--- config.mk ---
export PLATFORM = sky130hd
export DESIGN_NAME = job_ab_sequencer
export DESIGN_NICKNAME = d
export VERILOG_FILES = /design/src/rtl/job_ab_sequencer.sv
export SDC_FILE = /design/constraint.sdc
export NUM_CORES = 1
export LEC_CHECK = 0
export ABC_AREA = 1
export CORE_UTILIZATION = 23
export CTS_CLUSTER_DIAMETER = 150
export DETAILED_ROUTE_END_ITERATION = 10
export SLEW_MARGIN = 5
export SYNTH_ARGS = -nofsm -noshare
export SYNTH_HDL_FRONTEND = slang
export SYNTH_SLANG_ARGS = --single-unit
--- constraint.sdc ---
create_clock -name clk -period 4.1 [get_ports clk]
set_input_delay 0.41 -clock clk [delete_from_list [all_inputs] [get_ports clk]]
set_output_delay 0.41 -clock clk [all_outputs]
set_load 0.02 [all_outputs]
--- src/rtl/job_ab_sequencer.sv ---
// Time-shares one downstream A/B handshake unit among NREQ requesters: arbitrates, pulses A,B,A, checks Q edges.
// Define JOB_AB_PRIO_EN for fixed lowest-index priority instead of round-robin.
module job_ab_sequencer #(
    parameter int unsigned NREQ    = 4,
    parameter int unsigned TIMEOUT = 15,
    parameter int unsigned CNT_W   = 8
) (
    input  logic             clk,
    input  logic             reset_n,
    input  logic [NREQ-1:0]  req,
    output logic [NREQ-1:0]  gnt,
    output logic [NREQ-1:0]  done,
    output logic             err,
    output logic [2:0]       err_id,
    output logic             a_out,
    output logic             b_out,
    input  logic             q_in,
    output logic             busy,
    output logic [CNT_W-1:0] job_cnt
);

    localparam int unsigned ID_W     = 3;
    localparam int unsigned TMR_W    = 8;
    localparam logic [TMR_W-1:0] TMR_LAST = TMR_W'(TIMEOUT - 1);

    typedef enum logic [2:0] {
        IDLE     = 3'd0,
        PULSE_A  = 3'd1,
        PULSE_B  = 3'd2,
        WAIT_Q   = 3'd3,
        RELEASE  = 3'd4,
        WAIT_CLR = 3'd5,
        DONE_S   = 3'd6,
        ERR_S    = 3'd7
    } state_e;

    state_e            state_q, state_d;
    logic [ID_W-1:0]   id_q, id_d;
    logic [TMR_W-1:0]  timer_q, timer_d;
    logic [ID_W-1:0]   win_id;

    logic [NREQ-1:0]   gnt_q, gnt_d;
    logic [NREQ-1:0]   done_q, done_d;
    logic              err_q, err_d;
    logic [2:0]        err_id_q, err_id_d;
    logic              a_q, a_d;
    logic              b_q, b_d;
    logic              busy_q, busy_d;
    logic [CNT_W-1:0]  job_cnt_q, job_cnt_d;
    logic [NREQ-1:0]   onehot;

`ifdef JOB_AB_PRIO_EN
    // Lowest asserted index wins.
    always_comb begin : arbiter
        win_id = '0;
        for (int i = NREQ - 1; i >= 0; i--) begin
            if (req[i]) win_id = ID_W'(i);
        end
    end
`else
    logic [ID_W-1:0] rr_q, rr_d;
    logic            hi_found;
    logic [ID_W-1:0] hi_id, lo_id;

    // First requester at or above the pointer, else wrap to the lowest one.
    always_comb begin : arbiter
        hi_found = 1'b0;
        hi_id    = '0;
        lo_id    = '0;
        for (int i = NREQ - 1; i >= 0; i--) begin
            if (req[i]) begin
                lo_id = ID_W'(i);
                if (ID_W'(i) >= rr_q) begin
                    hi_found = 1'b1;
                    hi_id    = ID_W'(i);
                end
            end
        end
        win_id = hi_found ? hi_id : lo_id;
    end
`endif

    // State register.
    always_ff @(posedge clk or negedge reset_n) begin
        if (!reset_n) begin
            state_q <= IDLE;
            id_q    <= '0;
            timer_q <= '0;
`ifndef JOB_AB_PRIO_EN
            rr_q    <= '0;
`endif
        end else begin
            state_q <= state_d;
            id_q    <= id_d;
            timer_q <= timer_d;
`ifndef JOB_AB_PRIO_EN
            rr_q    <= rr_d;
`endif
        end
    end

    // Next-state logic.
    always_comb begin : next_state
        state_d = state_q;
        id_d    = id_q;
        timer_d = timer_q;
`ifndef JOB_AB_PRIO_EN
        rr_d    = rr_q;
`endif
        case (state_q)
            IDLE: begin
                if (|req) begin
                    id_d    = win_id;
`ifndef JOB_AB_PRIO_EN
                    rr_d    = (win_id == ID_W'(NREQ - 1)) ? '0 : win_id + ID_W'(1);
`endif
                    state_d = PULSE_A;
                end
            end
            PULSE_A: state_d = PULSE_B;
            PULSE_B: begin
                timer_d = '0;
                state_d = WAIT_Q;
            end
            WAIT_Q: begin
                if (q_in)                     state_d = RELEASE;
                else if (timer_q == TMR_LAST) state_d = ERR_S;
                else                          timer_d = timer_q + TMR_W'(1);
            end
            RELEASE: begin
                timer_d = '0;
                state_d = WAIT_CLR;
            end
            WAIT_CLR: begin
                if (!q_in)                    state_d = DONE_S;
                else if (timer_q == TMR_LAST) state_d = ERR_S;
                else                          timer_d = timer_q + TMR_W'(1);
            end
            DONE_S:  state_d = IDLE;
            ERR_S:   state_d = IDLE;
            default: state_d = IDLE;
        endcase
    end

    // Outputs decoded from the next state so every port comes straight from a flop.
    always_comb begin : output_decode
        onehot    = NREQ'(1) << id_d;
        gnt_d     = '0;
        done_d    = '0;
        err_d     = 1'b0;
        err_id_d  = '0;
        a_d       = 1'b0;
        b_d       = 1'b0;
        busy_d    = 1'b0;
        job_cnt_d = job_cnt_q;
        case (state_d)
            PULSE_A: a_d = 1'b1;
            PULSE_B: b_d = 1'b1;
            RELEASE: a_d = 1'b1;
            DONE_S: begin
                done_d    = onehot;
                job_cnt_d = job_cnt_q + CNT_W'(1);
            end
            ERR_S: begin
                err_d    = 1'b1;
                err_id_d = id_d;
            end
            default: ;
        endcase
        if (state_d != IDLE) begin
            gnt_d  = onehot;
            busy_d = 1'b1;
        end
    end

    always_ff @(posedge clk or negedge reset_n) begin
        if (!reset_n) begin
            gnt_q     <= '0;
            done_q    <= '0;
            err_q     <= 1'b0;
            err_id_q  <= '0;
            a_q       <= 1'b0;
            b_q       <= 1'b0;
            busy_q    <= 1'b0;
            job_cnt_q <= '0;
        end else begin
            gnt_q     <= gnt_d;
            done_q    <= done_d;
            err_q     <= err_d;
            err_id_q  <= err_id_d;
            a_q       <= a_d;
            b_q       <= b_d;
            busy_q    <= busy_d;
            job_cnt_q <= job_cnt_d;
        end
    end

    assign gnt     = gnt_q;
    assign done    = done_q;
    assign err     = err_q;
    assign err_id  = err_id_q;
    assign a_out   = a_q;
    assign b_out   = b_q;
    assign busy    = busy_q;
    assign job_cnt = job_cnt_q;

endmodule

### Yosys cells after proc, flatten, opt, wreduce, memory -nomap -nowiden

Cells that the tools add are included.

| storage, ports and cells | value |
|---|---|
| register bits | 40 |
| input bits | 7 |
| output and inout port bits | 23 |
| word-level logic and storage cells | 85 |

| cells by class | value |
|---|---|
| add/sub/neg operators | 3 |
| $lt $le $gt $ge | 4 |
| eq/ne operators | 16 |
| shift-type cells | 1 |
| multiplexer cells | 40 |
| reductions and logical operators | 9 |

Operators by type and width:

| kind | number |
|---|---|
| 3-bit two-way mux | 19 |
| 8-bit two-way mux | 3 |
| 8-bit one-hot mux with 3 select lines | 1 |
| 3-bit == test, second input constant | 7 |
| 3-bit one-hot mux with 7 select lines | 1 |
| 8-bit by 1-bit adder with 8-bit output, second input constant | 2 |
| 3-bit by 2-bit == test with 1-bit output, second input constant | 4 |
| 1-bit two-way mux | 12 |
| 8-bit by 4-bit == test with 1-bit output, second input constant | 1 |
| 4-bit two-way mux | 2 |
| 3-bit by 1-bit == test with 1-bit output, second input constant | 2 |
| 1-bit by 3-bit greater-or-equal comparator with 1-bit output, first input constant | 2 |
| 2-bit by 3-bit greater-or-equal comparator with 1-bit output, first input constant | 2 |
| 3-bit nonzero test | 2 |
| 2-bit OR reduction | 3 |
| 2-bit two-way mux | 2 |
| 2-bit != test, second input constant | 2 |
| 4-bit OR reduction | 1 |
| 1-bit by 3-bit left shift with 4-bit output, first input constant | 1 |
| 3-bit by 1-bit adder with 3-bit output, second input constant | 1 |
| 3-bit zero test | 1 |
| 3-bit AND reduction | 1 |
| 2-bit AND reduction | 1 |

### Depth between registers and ports, before layout

| depth | value |
|---|---|
| word-level depth | 14 |
| gate-level depth with buffers | 12 |
| depth with buffers taken out | 12 |

### Worst setup path after synthesis

Ideal clock, no wire load.

| timing path | value |
|---|---|
| path kind | reg2reg |
| start point | register timer_q[0] |
| end point | register timer_q[0] |
| library setup time | 0.123 ns |
| arrival | 1.314 ns |
| required time | 3.977 ns |
| setup slack | 2.663 ns |
| stages on the path, launching flop included | 10 |
| path buffers | 0 |
| clock period less this slack | 1.437 ns |
| path through | dfrtp_1 inv_1 ha_1 inv_1 nor2_1 nand3_1 o21ai_4 inv_4 nand2_1 o21ai_1 |

| between the ends | value |
|---|---|
| word-level cells in the longest chain between the ends | 4 |
| elaborated cells between the ends (all ways) | 6 |
| those cells by class | 1 x add/sub; 1 x eq/ne; 4 x mux |

RTL lines:

| item | line | RTL |
|---|---|---|
| start, declared | 39 | `logic [TMR_W-1:0] timer_q, timer_d;` |
| start signal, assigned | 95 | `timer_q <= timer_d;` |
| 8-bit by 1-bit adder with 8-bit output or 8-bit by 4-bit == test with 1-bit output (tied branches) | -- |  |
| 8-bit two-way mux * | 127, 136 |  |
| 8-bit two-way mux, on equally long branches | 135, 126 |  |
| 8-bit one-hot mux with 3 select lines * | 110 | `case (state_q)` |

Every way passes the cells marked *; elsewhere a longest branch is shown, timed or not. The select of a mux whose other input is x is not followed.
A chain may end at the register's enable or synchronous reset.

### Worst setup path in the final report

| timing path | value |
|---|---|
| start point | register job_cnt_q[4] (netlist: job_cnt[4]) |
| end point | output port job_cnt[4] |

RTL lines:

| item | line | RTL |
|---|---|---|
| start, declared | 49 | `logic [CNT_W-1:0] job_cnt_q, job_cnt_d;` |
| start signal, assigned | 194 | `job_cnt_q <= job_cnt_d;` |
| end, declared | 19 | `output logic [CNT_W-1:0] job_cnt` |

No word-level cell between the ends.

==> results.yml <==
status:
  status: "finished, final reports clean"
clock_network:
  postCtsHoldBufs: 0
  cts_made_buffers: 5
  cts.sink_count: 39
  depth_of_the_cts_h_tree: 2
  clock_path_buffers: 2
  clk_root_buffer_cell: "clkbuf_8"
  post_cts.resized_instances: 0
  tritoncts_clock_tree: "done"
  worst_setup_hold_path_clk_slew_ps: 80
  post-cts-setup-buffers: 0
  worstSkewPairLatency_ps: 290
power:
  leakagePower_nw: 1.21
  power.share.combinational_pct: 47.9
  power.sequential.fraction_pct: 36.0
  clock_power_share_pct: 16.1
  switching_share_of_total_power_pct: 44.7
  power-per-cell-area_nw_per_um2: 659
  intPower_mw: 0.869
  p_sw_mw: 0.702
  irDropWorstVdd_mv: 0.324
timing:
  tcrit_tclk_final_pct: 43.2
  top_achievable_clock_speed_mhz: 564
  maxSlewViolCount: 0
  grt_setup_unrepaired: "false"
  setup_viol: 0
  timing.max_slew.rel_slack_pct: 42.6
  period_needed_ps: 1770
  layout_setup_ws_ps: 2330
  fin_tns_setup_ps: 0
  hold_viol: 0
  timing_worst_slew_pin_value_ps: 861
  fin_skew_ps: 5.50
synthesis:
  post_synth_and_or_nand_nor_area_fraction_pct: 31.4
  synth_area_per_cell_um2: 8.58
  synth_sequential_area_ratio_pct: 51.5
  synth_adder_area_share_pct: 1.98
  synth-compound-area-share_pct: 2.97
  synth.distinct_cells: 23
  synthMuxAreaShare_pct: 0
  yosysWarningCount: 0
  synth_top_family_by_area: "simple AND/OR/NAND/NOR gates"
  ys_ff_latch: 39
  synthesis.nets: 231
  synth_xor_area_share_pct: 6.01
  postSynthCellCount: 221
  synthesis.area_um2: 1900
routing:
  drt_pre_antenna_iters: 4
  antenna_left: 0
  post-route-drc-count: 0
  routed_via_density: 4.12
  dr_total_vias: 1478
  totalWireLength_um: 3800
  dr.first_iter.drc_count: 82
  routedWlPerCell_um: 10.6
die:
  floorplan.die_area_um2: 8610
  fp.coreArea_um2: 7850
  die-height_um: 92.8
  fp-row-count: 32
  dieWidth_um: 92.8
  floorplan.initialDensity_pct: 24.2
  io-pin-count: 30
critical_path:
  crit_cells: 1
  worstPathRequired_ps: 3690
  worstPathArrival_ps: 1360
  crit-reg2reg-launch: "state_q[2]$_DFF_PN0_"
  worst_path_max_delay_cell: "clkdlybuf4s50_1"
  crit_path_end: "job_cnt[4]"
  regToRegEndpoint: "err_id[1]$_DFF_PN0_"
  rrSetupSlack_ps: 2420
  max_stage_delay_ps: 650
  timing.critical_path.from_type: "flip-flop"
  crit_family: "buffers and inverters"
  end_kind: "output pin"
  worst_setup_path_startpoint: "job_cnt[4]$_DFFE_PN0N_"
  r2r_cells: 8
  path_class: "flip-flop to output pin"
  crit_path_max_fanout: 5
  crit_chain: "clkdlybuf4s50_1"
  critPathBufInv: 1
finish:
  final_core_utilization_pct: 30.4
  syn_to_final_growth_pct: 25.8
  fill_cell_total_of_the_finished_layout: 857
  final_layout_size_suffix_gt1_share_pct: 12.8
  antenna-diode-count: 0
  finish.net_count: 266
global_route:
  grt_start_max_net_pins: 40
  grt_first_pass_wirelength_um: 6500
  grt_use_total_pct: 9.70
  first_global_vias: 1467
  grt-ovfl-total: 0
  grt_antenna_before_repair: 0
place:
  globalplace.congestion: 0.797
  placement.setup.worst_slack_ps: 2050
  io_buffer_count: 29
  place_hpwl_um: 2850
hold_path:
  worst_hold_path_type: "input port to async pin"
flow_run:
  drv.max_cap_violation_count: 0
==> how the worst min path moves through the flow <==
stage,cells past startpoint,startpoint,endpoint,slack [ps]
after floorplan,0,reset_n,a_out$_DFF_PN0_,110
after global placement,1,job_cnt[7]$_DFFE_PN0N_,job_cnt[7]$_DFFE_PN0N_,460
after detailed placement,1,job_cnt[7]$_DFFE_PN0N_,job_cnt[7]$_DFFE_PN0N_,460
after CTS,1,reset_n,timer_q[3]$_DFFE_PN0P_,270
after global routing,1,reset_n,timer_q[3]$_DFFE_PN0P_,310
final,1,reset_n,timer_q[3]$_DFFE_PN0P_,220
==> registers in the layout (all words and copies together) (netlist names) <==
signal	count
timer_q	8
done	4
gnt	4
job_cnt	8
rr_q	2
a_out	1
err	1
id_q	3
err_id	3
state_q	3
busy	1
b_out	1
==> routing by layer <==
metal / share of wire [%] / wire, um / global-route usage [%]
met1: 47 / 1790 / 12.6
met2: 48 / 1820 / 15.6
met3: 4.4 / 169 / 2.79
met4: 0.66 / 25 / 2.69
met5: 0 / 0 / 0
==> cell families after synthesis <==
logic type,after synthesis
AND/OR/NAND/NOR,128
buffers and inverters,29
AO/OA/AOI/OAI,9
flip-flops,39
XOR/XNOR,13
adder cells (fa/ha/maj),3
==> cells in the mapped netlist (all sizes together) <==
cell	n	share of area [%]
nand2	68	15
dfrtp	39	51
nor2	34	7.4
inv	28	5.8
nand3	18	5.8
o21ai	7	2.4
xor2	7	3.2
xnor2	6	2.8
nand4	5	1.7
ha	3	2.0
nor3	3	1.1
a21oi	2	0.53
buf	1	0.40
==> power groups by stage <==
stage | Combinational, mW | Clock, mW | Sequential, mW
3_5_place_dp | 0.763 | 0 | 0.574
5_1_grt | 0.849 | 0.280 | 0.580
3_3_place_gp | 0.758 | 0 | 0.574
6_report | 0.753 | 0.253 | 0.566
4_1_cts | 0.767 | 0.264 | 0.567
2_1_floorplan | 0.491 | 0 | 0.614
==> placed cells by master, fill, tap and decap left out, drive strengths merged <==
cell type / synthesis / final
clkbuf: 0 / 5
xor2: 7 / 7
inv: 28 / 28
ha: 3 / 3
nor3: 3 / 3
nand3: 18 / 18
clkdlybuf4s50: 0 / 28
nand2: 68 / 68
nand4: 5 / 5
xnor2: 6 / 6
clkinv: 0 / 3
buf: 1 / 1
a21oi: 2 / 2
nor2: 34 / 34
dfrtp: 39 / 39
o21ai: 7 / 7
==> layout make-up <==
cell class / instances / area [um^2] / share of cell area, %
flip-flops and latches: 39 / 976 / 40.9
multi-input cells: 153 / 802 / 33.6
repair buffers: 29 / 285 / 12.0
well taps: 102 / 128 / 5.35
inverters: 28 / 110 / 4.62
clock buffers: 5 / 68.8 / 2.89
clock inverters: 3 / 15.0 / 0.630
==> through the flow <==
step                hold slack [ps]  power (mW)  std cells  cell area [um^2]
detailed placement              461        1.34        351              2300
CTS                             266        1.60        359              2380
global placement                464        1.33        351              2300
finish                          222        1.57        359              2380
floorplan                       114        1.10        221              1900
global route                    305        1.71        359              2380
==> worst register-to-register path: stages (launching register included) <==
cell and delay [ps]:
dfrtp_1 470, inv_1 90, nor2_1 90, nand3_1 330, nand3_1 240, nand2_1 80
nand2_2 90, nand3_2 100, nor2_1 110
Note: power is estimated with default switching activity, not from simulation.
